===== config.mk =====
export PLATFORM = sky130hd
export DESIGN_NAME = cpu_seq_ctrl
export DESIGN_NICKNAME = d
export VERILOG_FILES = /design/src/rtl/cpu_seq_ctrl.sv
export SDC_FILE = /design/constraint.sdc
export NUM_CORES = 1
export LEC_CHECK = 0
export ABC_AREA = 0
export CORE_MARGIN = 10
export CORE_UTILIZATION = 40
export CTS_CLUSTER_SIZE = 30
export DETAILED_ROUTE_END_ITERATION = 8
export PLACE_DENSITY_LB_ADDON = 0.05
export SLEW_MARGIN = 20
export SYNTH_ARGS = -nofsm -noshare
export SYNTH_HDL_FRONTEND = slang
export SYNTH_SLANG_ARGS = --single-unit

===== constraint.sdc =====
create_clock -name clk -period 5.9 [get_ports clk]
set_clock_uncertainty 0.2 [all_clocks]
set_input_delay 1.475 -clock clk [delete_from_list [all_inputs] [get_ports clk]]
set_output_delay 1.475 -clock clk [all_outputs]
set_load 0.02 [all_outputs]

===== src/rtl/cpu_seq_ctrl.sv =====
// cpu_seq_ctrl
//   Multi-cycle sequencer for the single-issue core. It walks one instruction
//   at a time through FETCH -> DECODE -> (MEM) -> WB. It latches the fetched
//   instruction and stops in HALT on ebreak. A watchdog moves it to ERR when
//   a fetch or memory transaction hangs. It also counts retired instructions.
//
// Ports
//   clk            system clock, rising edge
//   rst            asynchronous reset, active-low
//   ifu_req        fetch request, high while in FETCH
//   ifu_rvalid     fetch data valid pulse
//   ifu_inst       fetched instruction, valid with ifu_rvalid
//   inst_reg       latched current instruction, feeds the decoder
//   dec_is_mem     decoder: inst_reg is a load/store
//   dec_halt       decoder: inst_reg is ebreak
//   lsu_req        memory access request, high while in MEM
//   lsu_done       LSU completion pulse
//   wb_inst_valid  writeback strobe, high only in WB
//   wb_lsu_done    writeback strobe, high only in WB
//   state_o        current state encoding (debug)
//   halted         high in HALT
//   err            high in ERR
//   retire_cnt     instructions retired since reset
module cpu_seq_ctrl #(
  parameter int TIMEOUT = 1024,
  parameter int CNT_W   = 64
) (
  input  logic             clk,
  input  logic             rst,
  output logic             ifu_req,
  input  logic             ifu_rvalid,
  input  logic [31:0]      ifu_inst,
  output logic [31:0]      inst_reg,
  input  logic             dec_is_mem,
  input  logic             dec_halt,
  output logic             lsu_req,
  input  logic             lsu_done,
  output logic             wb_inst_valid,
  output logic             wb_lsu_done,
  output logic [2:0]       state_o,
  output logic             halted,
  output logic             err,
  output logic [CNT_W-1:0] retire_cnt
);

  localparam int WAIT_W = $clog2(TIMEOUT);

  typedef enum logic [2:0] {
    S_FETCH  = 3'd0,
    S_DECODE = 3'd1,
    S_MEM    = 3'd2,
    S_WB     = 3'd3,
    S_HALT   = 3'd4,
    S_ERR    = 3'd5
  } state_t;

  state_t             r_state;
  state_t             w_nxt;
  logic [WAIT_W-1:0]  r_wait;
  logic [31:0]        r_inst;
  logic [CNT_W-1:0]   r_retire;
  logic               r_ifu_req;
  logic               r_lsu_req;
  logic               r_wb;
  logic               r_halted;
  logic               r_err;
  logic               w_timeout;

  assign w_timeout = (r_wait == WAIT_W'(TIMEOUT - 1));

  // Next state. A completing handshake is checked before the timeout, so
  // data arriving on the last allowed cycle is still accepted.
  always_comb begin
    w_nxt = S_ERR;
    case (r_state)
      S_FETCH: begin
        if (ifu_rvalid)     w_nxt = S_DECODE;
        else if (w_timeout) w_nxt = S_ERR;
        else                w_nxt = S_FETCH;
      end
      S_DECODE: begin
        if (dec_halt)        w_nxt = S_HALT;
        else if (dec_is_mem) w_nxt = S_MEM;
        else                 w_nxt = S_WB;
      end
      S_MEM: begin
        if (lsu_done)       w_nxt = S_WB;
        else if (w_timeout) w_nxt = S_ERR;
        else                w_nxt = S_MEM;
      end
      S_WB:    w_nxt = S_FETCH;
      S_HALT:  w_nxt = S_HALT;
      S_ERR:   w_nxt = S_ERR;
      default: w_nxt = S_ERR;
    endcase
  end

  // The output flops are loaded from the next state. Each output then
  // matches the state register exactly, and it comes straight from a flop.
  always_ff @(posedge clk or negedge rst) begin
    if (!rst) begin
      r_state   <= S_FETCH;
      r_wait    <= '0;
      r_inst    <= '0;
      r_retire  <= '0;
      r_ifu_req <= 1'b1;
      r_lsu_req <= 1'b0;
      r_wb      <= 1'b0;
      r_halted  <= 1'b0;
      r_err     <= 1'b0;
    end else begin
      r_state <= w_nxt;
      // The watchdog restarts on every state entry. It only advances while
      // the sequencer waits in FETCH or MEM.
      if (w_nxt != r_state)
        r_wait <= '0;
      else if (r_state == S_FETCH || r_state == S_MEM)
        r_wait <= r_wait + WAIT_W'(1);
      if (r_state == S_FETCH && ifu_rvalid)
        r_inst <= ifu_inst;
      if (r_state == S_WB)
        r_retire <= r_retire + CNT_W'(1);
      r_ifu_req <= (w_nxt == S_FETCH);
      r_lsu_req <= (w_nxt == S_MEM);
      r_wb      <= (w_nxt == S_WB);
      r_halted  <= (w_nxt == S_HALT);
      r_err     <= (w_nxt == S_ERR);
    end
  end

  assign ifu_req       = r_ifu_req;
  assign lsu_req       = r_lsu_req;
  assign wb_inst_valid = r_wb;
  assign wb_lsu_done   = r_wb;
  assign halted        = r_halted;
  assign err           = r_err;
  assign inst_reg      = r_inst;
  assign retire_cnt    = r_retire;
  assign state_o       = r_state;

endmodule

---- Word-level counts from Yosys, hierarchy flattened ----
Cells that the tools add are included.
storage, ports and cells
  word-level logic and storage cells ...... 35
  output and inout port bits .............. 105
  input port bits ......................... 38
  flip-flop bits (word level) ............. 114
operators by class
  eq/ne operators ......................... 10
  reductions and logical operators ........ 5
  add/sub/neg operators ................... 2
  mux-type cells .......................... 9
operator list
  cell                                            number
  adder 64 x 1 -> 64 bit (second input constant)  1
  two-way mux 10 bit                              2
  two-way mux 3 bit                               5
  case mux 3 bit (5 select lines)                 1
  == test 3 x 2 -> 1 bit (second input constant)  4
  adder 10 x 1 -> 10 bit (second input constant)  1
  == test 10 bit (second input constant)          1
  == test 3 bit (second input constant)           3
  logical NOT 3 bit                               2
  == test 3 x 1 -> 1 bit (second input constant)  1
  != test 3 bit                                   1
  nonzero test 2 bit                              1
  logical AND 1 bit                               1
  logical OR 1 bit                                1
  two-way mux 1 bit                               1

---- Logic depth before layout (Yosys ltp) ----
  word-level depth ........................ 6
  depth in mapped cells ................... 7
  gate-level depth less buffers ........... 6

---- Least setup slack after synthesis ----
OpenSTA, ideal clock, no wires.
  path type ............................... input port to flip-flop
  start ................................... in ifu_rvalid
  end ..................................... reg r_inst[0], in the netlist inst_reg[0]
  stages on the path ...................... 3
  data arrival time ....................... 2407 ps
  library setup time ...................... 125 ps
  setup slack ............................. 3168 ps
  cells stage by stage .................... nor4b_2 > buf_2 > mux2_2
on the way
  longest elaborated chain between the ends .. 1
RTL lines
  element               line  RTL
  start, declared       31    input logic ifu_rvalid,
  logical AND 1 bit     119   if (r_state == S_FETCH && ifu_rvalid)
  end signal, assigned  120   r_inst <= ifu_inst;
  end, declared         60    logic [31:0] r_inst;
Every way passes these cells.
A chain may end at the register's enable or synchronous reset.

---- Worst setup path after layout ----
  start ................................... reg r_state[0], in the netlist state_o[0]
  end ..................................... out state_o[0]
RTL lines
  element                 line  RTL
  start, declared         57    state_t r_state;
  start signal, assigned  112   r_state <= w_nxt;
  end, declared           40    output logic [2:0] state_o,
No word-level cell between the ends.

==> impl_metrics.py <==
metrics = {
    "grt": {
        "grt_max_degree": 72,
        "grt_pass1_vias": 3946,
        "met2_usage_pct": 21.6,
        "grt_pass1_wl_um": 20600,
        "grtUsageTotal_pct": 14.4,
        "antenna_found_initial": 0,
        "use_met3_pct": 8.46,
        "grt_use_met1_pct": 16.4,
        "grt.busiest_layer": "met2",
        "grt_overflow": 0,
    },
    "clock_network": {
        "cts_tree": "built",
        "worstSkewPairLatency_ns": 0.40,
        "cts_max_path_buffers": 2,
        "cts.sinks": 114,
        "cts_buffers": 17,
        "cts.clk_slew.worst_paths_ns": 0.05,
        "cts-root-buf": "clkbuf_16",
        "cts.repair.resized": 0,
        "postCtsSetupBuffers": 0,
        "postCtsHoldBufs": 0,
        "htreeDepth": 4,
    },
    "timing": {
        "worst_pin_slew_ns": 0.895,
        "fmax_mhz": 285,
        "hold_viol_final": 0,
        "fin_setup_tns_ns": 0,
        "setup_viol": 0,
        "finalCritPeriodShare_pct": 59.5,
        "max_slew_margin_pct": 40.4,
        "rsz0062_at_grt": "false",
        "slew_viol_final": 0,
        "fin_crit_ns": 3.51,
    },
    "die": {
        "dieArea_mm2": 0.0178,
        "initial_core_util_pct": 40.8,
        "rows": 41,
        "coreArea_mm2": 0.0126,
        "fp.dieH_um": 133,
        "die_w_um": 133,
        "io-pin-count": 143,
    },
    "run_status": {
        "outcome": "complete, no violations",
    },
    "logic_synthesis": {
        "synthArstFlopShare_pct": 100,
        "ys_seq_area_share_pct": 55.4,
        "synth_flop_cell": "dfrtp_1",
        "syn_inst": 422,
        "yosys_warnings": 0,
        "syn_nets": 462,
        "synth_cell_types": 44,
        "avgSynthCellArea_um2": 12.2,
        "synth-seq-cells": 114,
        "synth_edf_count": 0,
        "synthesis.area_mm2": 0.00515,
    },
    "finish": {
        "drive_gt1_share_pct": 14.7,
        "n_antenna_cell": 0,
        "final_common_cell": "clkdlybuf4s50_1",
        "num-nets-final": 616,
        "area_delta_synth_final_pct": 40.6,
        "layout_common_cells": "clkdlybuf4s50_1, dfrtp_1, xnor2_1",
        "largest_reg_flops": 64,
    },
    "worst_setup_path": {
        "crit_chain": "clkdlybuf4s50_1",
        "cp_max_fo": 13,
        "worstPathArrival_ns": 1.84,
        "critPathRequiredTime_ns": 4.22,
        "cp-end-kind": "output port",
        "path_delay_family": "buffers and inverters",
        "critical-path-max-stage-delay_ns": 0.76,
        "cp-start-kind": "register",
        "cp_slowest_cell": "clkdlybuf4s50_1",
        "path_buf_inv": 1,
        "crit_type": "reg2out",
    },
    "route": {
        "wirelength_um": 12300,
        "vias_per_cell": 4.86,
        "vias": 3677,
        "first_pass_iters": 4,
        "antenna_left": 0,
        "drt_iter0_drc": 162,
        "wl_per_cell_um": 16.3,
        "drc": 0,
    },
    "place": {
        "io_buffers": 142,
        "dp_hpwl_um": 9170,
        "gp_congestion": 0.795,
    },
    "pwr": {
        "fin_total_pwr_mw": 1.94,
        "peakVddDrop_mv": 0.172,
        "power.density_mw_per_mm2": 268,
        "p_leak_nw": 3.19,
    },
    "flow_run": {
        "drv_cap": 0,
    },
    "hold_path": {
        "hold_path.class": "reg2reg",
    },
}
==> cells in the mapped netlist (2+ instances only) <==
library cell / instances / area [um2]
inv_1: 10 / 37.5
and3_1: 7 / 43.8
nand3_1: 28 / 140
nor3_1: 7 / 35.0
nand4_1: 20 / 125
ha_1: 2 / 25.0
mux2_2: 34 / 383
nand4_4: 3 / 63.8
nor2b_1: 4 / 25.0
xnor2_1: 41 / 359
a21oi_1: 5 / 25.0
nor2_1: 38 / 143
buf_6: 2 / 22.5
o31ai_1: 2 / 15.0
xor2_1: 31 / 272
buf_2: 4 / 20.0
and4_1: 3 / 26.3
nor4_2: 4 / 50.1
nor3_2: 5 / 50.1
nor4_1: 3 / 18.8
o21ai_0: 4 / 20.0
buf_4: 3 / 22.5
dfrtp_1: 113 / 2830
nor4_4: 3 / 63.8
nand2_1: 27 / 101
==> routing by layer <==
metal	share of wire, %	vias to the layer above
met5	0	-
met4	1.6	0
met3	11	16
met2	46	116
met1	41	1774
li1	-	1771
==> power by group <==
group          switching, mW  internal, mW  leakage, nW
clock network          0.304         0.558        0.241
registers             0.0272         0.819         1.54
logic                  0.113         0.116         1.41
total                  0.444          1.49         3.19
==> cell type report <==
type,count,area [um2]
timing repair buffer,144,1430
clock buffer,28,497
sequential,114,2850
multi-input combinational,289,2200
fill,1137,5380
inverter,10,37.5
tap,172,215
==> path summary, 6_finish.rpt <==
path,depth (start not counted),end,slack (ns),from
max,1,state_o[0],2.39,state_o[0]
min,1,retire_cnt[63],0.27,retire_cnt[63]
max reg2reg,5,retire_cnt[63],3.19,state_o[0]
min reg2reg,1,retire_cnt[63],0.27,retire_cnt[63]
max in group asynchronous,2,ifu_req,3.41,rst
min in group asynchronous,1,retire_cnt[29],1.00,rst
==> per-stage QoR <==
stage,hold slack [ns],utilization (%),area (um2),cells,setup slack [ns]
3_5_place_dp,0.263,53.4,6740,729,2.52
2_1_floorplan,0.298,-,5150,422,3.17
5_1_grt,0.311,57.4,7240,757,2.30
6_report,0.273,57.4,7240,757,2.39
3_3_place_gp,0.262,53.4,6740,729,2.56
4_1_cts,0.272,57.4,7240,757,2.36
==> cells by family after synthesis <==
kind of cell	Yosys count	synth area share, %
xor gates and xnor gates	72	12.2
buffers and inverters	19	1.99
muxes	35	7.73
adders and majority gates	2	0.486
and+or+nand+nor	166	20.4
AOI/OAI and AO/OA	14	1.75
DFF	114	55.4
Note: power is estimated with default switching activity, not from simulation.
